==> config.mk <==
export PLATFORM = sky130hd
export DESIGN_NAME = or_gate
export DESIGN_NICKNAME = d
export VERILOG_FILES = /design/src/rtl/or_gate_pkg.sv /design/src/rtl/or_gate_switch_debounce.sv /design/src/rtl/or_gate.sv
export SDC_FILE = /design/constraint.sdc
export NUM_CORES = 1
export LEC_CHECK = 0
export CAP_MARGIN = 20
export CORE_UTILIZATION = 30
export CTS_CLUSTER_DIAMETER = 60
export DETAILED_ROUTE_END_ITERATION = 10
export GPL_TIMING_DRIVEN = 0
export SYNTH_ARGS = -nofsm -noshare
export SYNTH_HDL_FRONTEND = slang
export SYNTH_HIERARCHICAL = 1
export SYNTH_SLANG_ARGS = --single-unit
==> constraint.sdc <==
create_clock -name clk -period 1.58 [get_ports clk]
set_input_delay 0.158 -clock clk [delete_from_list [all_inputs] [get_ports clk]]
set_output_delay 0.158 -clock clk [all_outputs]
set_load 0.1 [all_outputs]
==> src/rtl/or_gate_pkg.sv <==
// -----------------------------------------------------------------------------
// or_gate_pkg
//   Shared defaults for the switch-to-LED OR block and its debounce
//   sub-module, plus a helper that sizes the debounce counter.
//
//   Contents:
//     DEFAULT_SYNC_STAGES      synchronizer depth per switch input (>= 2)
//     DEFAULT_DEBOUNCE_CYCLES  stable samples needed to change a level (>= 1)
//     DEFAULT_CNT_W            width of the c_db rising-edge counter
//     debounce_cnt_w()         counter width able to hold 0 .. cycles-1
// -----------------------------------------------------------------------------
package or_gate_pkg;

  localparam int DEFAULT_SYNC_STAGES     = 2;
  localparam int DEFAULT_DEBOUNCE_CYCLES = 4;
  localparam int DEFAULT_CNT_W           = 8;

  // The debounce counter clears on the cycle it would reach `cycles`, so it
  // only ever holds 0 .. cycles-1. Keep at least one bit so a
  // DEBOUNCE_CYCLES of 1 still elaborates a legal vector.
  function automatic int debounce_cnt_w(input int cycles);
    return (cycles < 2) ? 1 : $clog2(cycles);
  endfunction

endpackage : or_gate_pkg

==> src/rtl/or_gate_switch_debounce.sv <==
// -----------------------------------------------------------------------------
// switch_debounce
//   Brings one asynchronous switch input into the clk domain through a
//   SYNC_STAGES-deep flop chain, then filters it: the debounced level only
//   changes once the synchronized sample has disagreed with it for
//   DEBOUNCE_CYCLES consecutive clocks.
//
//   Ports:
//     clk   in   system clock, rising edge
//     rst   in   asynchronous, active-high reset (clears chain, counter, level)
//     din   in   raw switch level
//     dout  out  debounced, registered level
//
//   Latency from a din change to dout: SYNC_STAGES + DEBOUNCE_CYCLES clocks.
// -----------------------------------------------------------------------------
module switch_debounce
  import or_gate_pkg::*;
#(
  parameter int SYNC_STAGES     = DEFAULT_SYNC_STAGES,
  parameter int DEBOUNCE_CYCLES = DEFAULT_DEBOUNCE_CYCLES
) (
  input  logic clk,
  input  logic rst,
  input  logic din,
  output logic dout
);

  localparam int            CW       = debounce_cnt_w(DEBOUNCE_CYCLES);
  localparam logic [CW-1:0] CNT_LAST = CW'(DEBOUNCE_CYCLES - 1);

  logic [SYNC_STAGES-1:0] sync_q, sync_d;
  logic [CW-1:0]          cnt_q,  cnt_d;
  logic                   lvl_q,  lvl_d;
  logic                   sample;

  // Oldest stage of the chain is the only one safe to use as data.
  assign sample = sync_q[SYNC_STAGES-1];

  always_comb begin
    // NOTE: every signal assigned here gets a default first, so no path
    // leaves it unassigned and no latch is inferred.
    sync_d = {sync_q[SYNC_STAGES-2:0], din};
    cnt_d  = '0;
    lvl_d  = lvl_q;

    // The counter runs only while the sample disagrees with the level; any
    // agreeing sample (a glitch ending) drops it back to zero. On the clock
    // where the count would reach DEBOUNCE_CYCLES the level flips and the
    // counter restarts from zero.
    if (sample != lvl_q) begin
      if (cnt_q == CNT_LAST) begin
        lvl_d = sample;
      end else begin
        cnt_d = cnt_q + 1'b1;
      end
    end
  end

  // NOTE: sequential state is updated with non-blocking assignments so every
  // flop samples the pre-edge values, independent of statement order.
  always_ff @(posedge clk or posedge rst) begin
    if (rst) begin
      sync_q <= '0;
      cnt_q  <= '0;
      lvl_q  <= 1'b0;
    end else begin
      sync_q <= sync_d;
      cnt_q  <= cnt_d;
      lvl_q  <= lvl_d;
    end
  end

  assign dout = lvl_q;

endmodule : switch_debounce

==> src/rtl/or_gate.sv <==
// -----------------------------------------------------------------------------
// or_gate
//   Two-input OR between the lab board switches and an LED. The LED path c is
//   purely combinational and ignores clk and rst. Alongside it the block
//   provides debounced copies of each switch, a registered OR of those, and a
//   wrapping count of rising edges of that registered OR for activity
//   monitoring.
//
//   Ports:
//     clk       in   system clock, rising edge
//     rst       in   asynchronous, active-high reset
//     a, b      in   raw switch levels
//     c         out  a | b, zero latency
//     a_db      out  debounced level of a
//     b_db      out  debounced level of b
//     c_db      out  a_db | b_db, registered one clock later
//     rise_cnt  out  count of c_db 0->1 transitions, modulo 2**CNT_W
// -----------------------------------------------------------------------------
module or_gate
  import or_gate_pkg::*;
#(
  parameter int SYNC_STAGES     = DEFAULT_SYNC_STAGES,
  parameter int DEBOUNCE_CYCLES = DEFAULT_DEBOUNCE_CYCLES,
  parameter int CNT_W           = DEFAULT_CNT_W
) (
  input  logic             clk,
  input  logic             rst,
  input  logic             a,
  input  logic             b,
  output logic             c,
  output logic             a_db,
  output logic             b_db,
  output logic             c_db,
  output logic [CNT_W-1:0] rise_cnt
);

  logic             c_db_q,     c_db_d;
  logic [CNT_W-1:0] rise_cnt_q, rise_cnt_d;

  // Direct LED drive: must work with the clock stopped and during reset, and
  // must let an X on either switch show through.
  assign c = a | b;

  switch_debounce #(
    .SYNC_STAGES     (SYNC_STAGES),
    .DEBOUNCE_CYCLES (DEBOUNCE_CYCLES)
  ) u_db_a (
    .clk  (clk),
    .rst  (rst),
    .din  (a),
    .dout (a_db)
  );

  switch_debounce #(
    .SYNC_STAGES     (SYNC_STAGES),
    .DEBOUNCE_CYCLES (DEBOUNCE_CYCLES)
  ) u_db_b (
    .clk  (clk),
    .rst  (rst),
    .din  (b),
    .dout (b_db)
  );

  always_comb begin
    c_db_d     = a_db | b_db;
    rise_cnt_d = rise_cnt_q;
    // Count on the same edge that c_db goes 0->1. A 1->1 handover (one
    // switch releasing while the other holds) is not an edge; the counter
    // wraps naturally at 2**CNT_W.
    if (c_db_d && !c_db_q) begin
      rise_cnt_d = rise_cnt_q + 1'b1;
    end
  end

  always_ff @(posedge clk or posedge rst) begin
    if (rst) begin
      c_db_q     <= 1'b0;
      rise_cnt_q <= '0;
    end else begin
      c_db_q     <= c_db_d;
      rise_cnt_q <= rise_cnt_d;
    end
  end

  assign c_db     = c_db_q;
  assign rise_cnt = rise_cnt_q;

endmodule : or_gate

* Yosys cells after proc, flatten, opt, wreduce, memory -nomap -nowiden
Index checks and enable logic that the tools add are counted.
** Storage, ports and cells
- Logic and storage cells :: 25
- Output and inout port bits :: 12
- Register bits after elaboration :: 19
** Cells by class
- Eq/ne operators :: 4
- Add/subtract/negate cells :: 3
- Multiplexer cells :: 4
- Bitwise operators :: 2
- Reduce and logical (&&, ||, !) cells :: 4
** Operators with widths (count)
- adder 8 x 1 -> 8 bit, second input constant :: 1
- two-way mux 2 bit :: 4
- adder 2 x 1 -> 2 bit, second input constant :: 2
- equality test 2 bit, second input constant :: 2
- AND reduction 2 bit :: 2
- != test 1 bit :: 2
- OR 1 bit :: 2
- logical AND 1 bit :: 1
- logical NOT 1 bit :: 1

* Depth between registers and ports, before layout
- Word-level depth :: 3
- Mapped depth :: 4
- Depth with buffers taken out :: 3

* Hierarchy
The synthesis kept the hierarchy.
** By module, submodules not included
- or_gate :: area each 400.4 µm², cells an instance 31, sequential area each 225.2 µm², times used 1
- switch_debounce :: area each 177.7 µm², cells an instance 11, sequential area each 125.1 µm², times used 2

* Least setup slack after synthesis
Ideal clock, no wire load.
- Kind :: reg-to-reg
- Start :: reg u_db_b.lvl_q (netlist: u_db_b/dout)
- End :: reg rise_cnt_q[3] (netlist: rise_cnt[3])
- Library setup time :: 0.159 ns
- Arrival time :: 1.608 ns
- Stages on the path, launching flop included :: 5
- Path slack :: -0.187 ns
- Required time :: 1.421 ns
- Path buffers :: 1
- Cells stage by stage :: dfrtp_1 > o21ba_1 > buf_6 > nand4_1 > xnor2_1
** Between the ends
- Cells in the longest elaborated chain, start to end :: 2
** RTL lines
- start: declaration :: RTL line or_gate_switch_debounce.sv:33 : logic lvl_q, lvl_d;
- start signal: assignment :: RTL line or_gate_switch_debounce.sv:69 : lvl_q <= lvl_d;
- OR 1 bit :: RTL line or_gate.sv:65 : c_db_d = a_db | b_db;
- logical AND 1 bit :: RTL line or_gate.sv:70 : if (c_db_d && !c_db_q) begin
- end signal: assignment :: RTL line or_gate.sv:81 : rise_cnt_q <= rise_cnt_d;
- end: declaration :: RTL line or_gate.sv:38 : logic [CNT_W-1:0] rise_cnt_q, rise_cnt_d;
Every way passes these cells.
A chain may end at the register's enable or synchronous reset.

* Final worst setup path
- Start :: in b
- End :: out c
** Between the ends
- Cells in the longest elaborated chain, start to end :: 1
** RTL lines
- start: declaration :: RTL line or_gate.sv:29 : input logic b,
- OR 1 bit :: RTL line or_gate.sv:42 : assign c = a | b;
- end: declaration :: RTL line or_gate.sv:30 : output logic c,
Every way passes these cells.

==> impl_results.md <==
- Max cap viols: 0
- Num rows: 17
- CP endpoint kind: output pin
- Clock transition at path regs: 0.10 ns
- Clock buffer depth: 2
- Most common flop cell mapped by yosys: dfrtp_1
- Post-layout util: 0.433
- Share of cells above drive strength 1: 0.458
- Die Area: 2720 um2
- Root Driver: clkbuf_4
- Pin count of the biggest net entering global routing: 11
- Post-detail-place hpwl: 850 um
- WL/cell: 11.2 um
- GR Layer Usage met3: 0.0261
- Initial core utilization: 0.329
- Worst skew pair latency: 0.29 ns
- Num CTS Buffers: 3
- I/O Buffers: 15
- Drt pass-1 iters: 2
- Most common cell in the netlist: dfrtp_1
- Sequential fraction of the synthesis area: 0.629
- FF+latch count, synth: 19
- Die X-Extent: 52.2 um
- Layout area overhead: 31.6%
- Final wirelength: 1120 um
- RSZ-0062 raised after global routing: no
- Final nets: 80
- Crit Path Max Fanout: 2
- Final setup viols: 0
- Met1 usage: 0.143
- Vias: 450
- Die Span Y: 52.2 um
- Worst-Margin Slew: 0.547 ns
- Tot GR Track Use: 0.102
- Distinct cells, synth: 17
- GRT met2 Usage: 0.132
- Number of cells on the worst reg-to-reg path: 3
- Top cell type's share of synthesized area: 0.629
- Post-synthesis cell count: 53
- Total gr overflow: 0
- Most used routing layer: met1
- Kind of critical path: in2out
- H-tree levels: 1
- IO Pins: 16
- Hold Path Class: in2async
- Post-synth EDFFs: 0
- Post-Syn Area: 756 um2
- Minimum clock period: 1.50 ns
- Core Area: 2300 um2
- Crit start category: input port
- DP Worst Slack: -0.441 ns
- Synth area leaders: dfrtp_1 63%, xnor2_1 9.3%, ha_1 5.0%
- Critical Path RT: 1.42 ns
- Antenna Cells: 0
- Global placer's final weighted congestion: 0.732
- Vias in the first global route: 446
- Syn nets: 60
- Initial antenna violation count: 0
- Drt via density: 4.50
- Async S/R FF share, synth: 1.00
- Synth area leader: dfrtp_1
- Slew HR: 0.637
- Status: finished clean
- Yosys warning count: 6
- Fin Clk Skew: 0.00573 ns
- CTS tree: built
- Initial detailed-routing violation count: 1
- Worst Slack Setup Final: 0.0766 ns
- Final hold slack: 0.127 ns
- Num Clock Sinks: 19
- First-pass GRT wire length: 1950 um
- Post-Syn Area per Cell: 14.3 um2
- Crit share post-route: 0.952
- Post-synth top cells: 19 x dfrtp_1, 8 x xnor2_1, 4 x nand4_1
- Routed Antenna Nets: 0
- Fmax: 665 MHz
- Fin. Hold Viols: 0
- Drt drc: 0
- Max-slew violations: 0
- WP data arrival: 1.35 ns
-- layout make-up --
| cell class | instances | area, um2 |
|---|---|---|
| Fill cell | 234 | 1300 |
| Timing Repair Buffer | 15 | 165 |
| Clock buffer | 4 | 26.3 |
| Sequential cell | 19 | 488 |
| Tap cell | 28 | 35.0 |
| Buffer | 1 | 11.3 |
| Inverter | 3 | 11.3 |
| Multi-Input combinational cell | 30 | 258 |
-- cells in the final DEF, fill, tap and decap left out --
master / n
xor2_1: 1
clkbuf_1: 1
nand3_1: 1
or2_2: 2
clkdlybuf4s15_2: 12
clkbuf_4: 3
inv_1: 3
and4_1: 1
o21ba_1: 1
buf_6: 1
dfrtp_1: 9
mux2_2: 2
ha_1: 3
mux2_4: 1
and3_1: 1
nand2_1: 1
clkdlybuf4s50_1: 3
nor3_2: 2
dfrtp_2: 10
nor2b_1: 2
xnor2_1: 8
nand4_1: 4
-- metrics by stage --
stage	std cells	setup TNS, ns	cell area (um2)
floorplan	53	0	768
global route	100	0	995
CTS	100	0	995
finish	100	0	995
detailed placement	96	-1.37	953
global placement	96	-1.36	953
-- critical path: stages --
cell and delay [ns]:
clkdlybuf4s50_1 0.42, or2_2 0.30, clkdlybuf4s15_2 0.47
-- cells by family (layout without fill, tap and decap cells) --
| kind of cell | count (synthesis) | after routing | synth area share |
|---|---|---|---|
| flops | 19 | 19 | 0.629 |
| compound gates | 1 | 1 | 0.0132 |
| xor+xnor | 9 | 9 | 0.104 |
| simple gates | 14 | 14 | 0.124 |
| buf+inv | 4 | 23 | 0.0298 |
| mux | 3 | 3 | 0.0497 |
| fa+ha+maj | 3 | 3 | 0.0497 |
-- registers in the layout, indices dropped and copies added, names as in the netlist --
signal,cells
u_db_a/sync_q,2
u_db_a/cnt_q,2
rise_cnt,8
c_db,1
u_db_b/cnt_q,2
u_db_a/dout,1
u_db_b/sync_q,2
u_db_b/dout,1
-- per-layer routing --
layer,part of all wire,up-vias
met2,0.44,12
met4,0.015,0
met1,0.50,218
met5,0,-
met3,0.037,2
li1,-,218
-- final timing paths --
path,start,endpoint,slack [ns]
worst max-delay path,b,c,0.08
worst min-delay path,rst,u_db_b/sync_q[0],0.13
worst max register to register,u_db_b/dout,rise_cnt[1],0.42
worst min register to register,u_db_b/sync_q[0],u_db_b/sync_q[1],0.36
max in group asynchronous,rst,c_db,1.12
min in group clk,a,u_db_a/sync_q[0],0.32
-- timing repair --
item | CTS | global route
hold buffers | 0 | 0
setup endpoints to repair | 12 | 0
hold endpoints to repair | 0 | 0
resized for setup | 36 | 0
setup buffers | 0 | 0
Power is left out: the tool's default activity adds up to more than one toggle a clock period on the data nets, which glitch-free logic cannot reach.
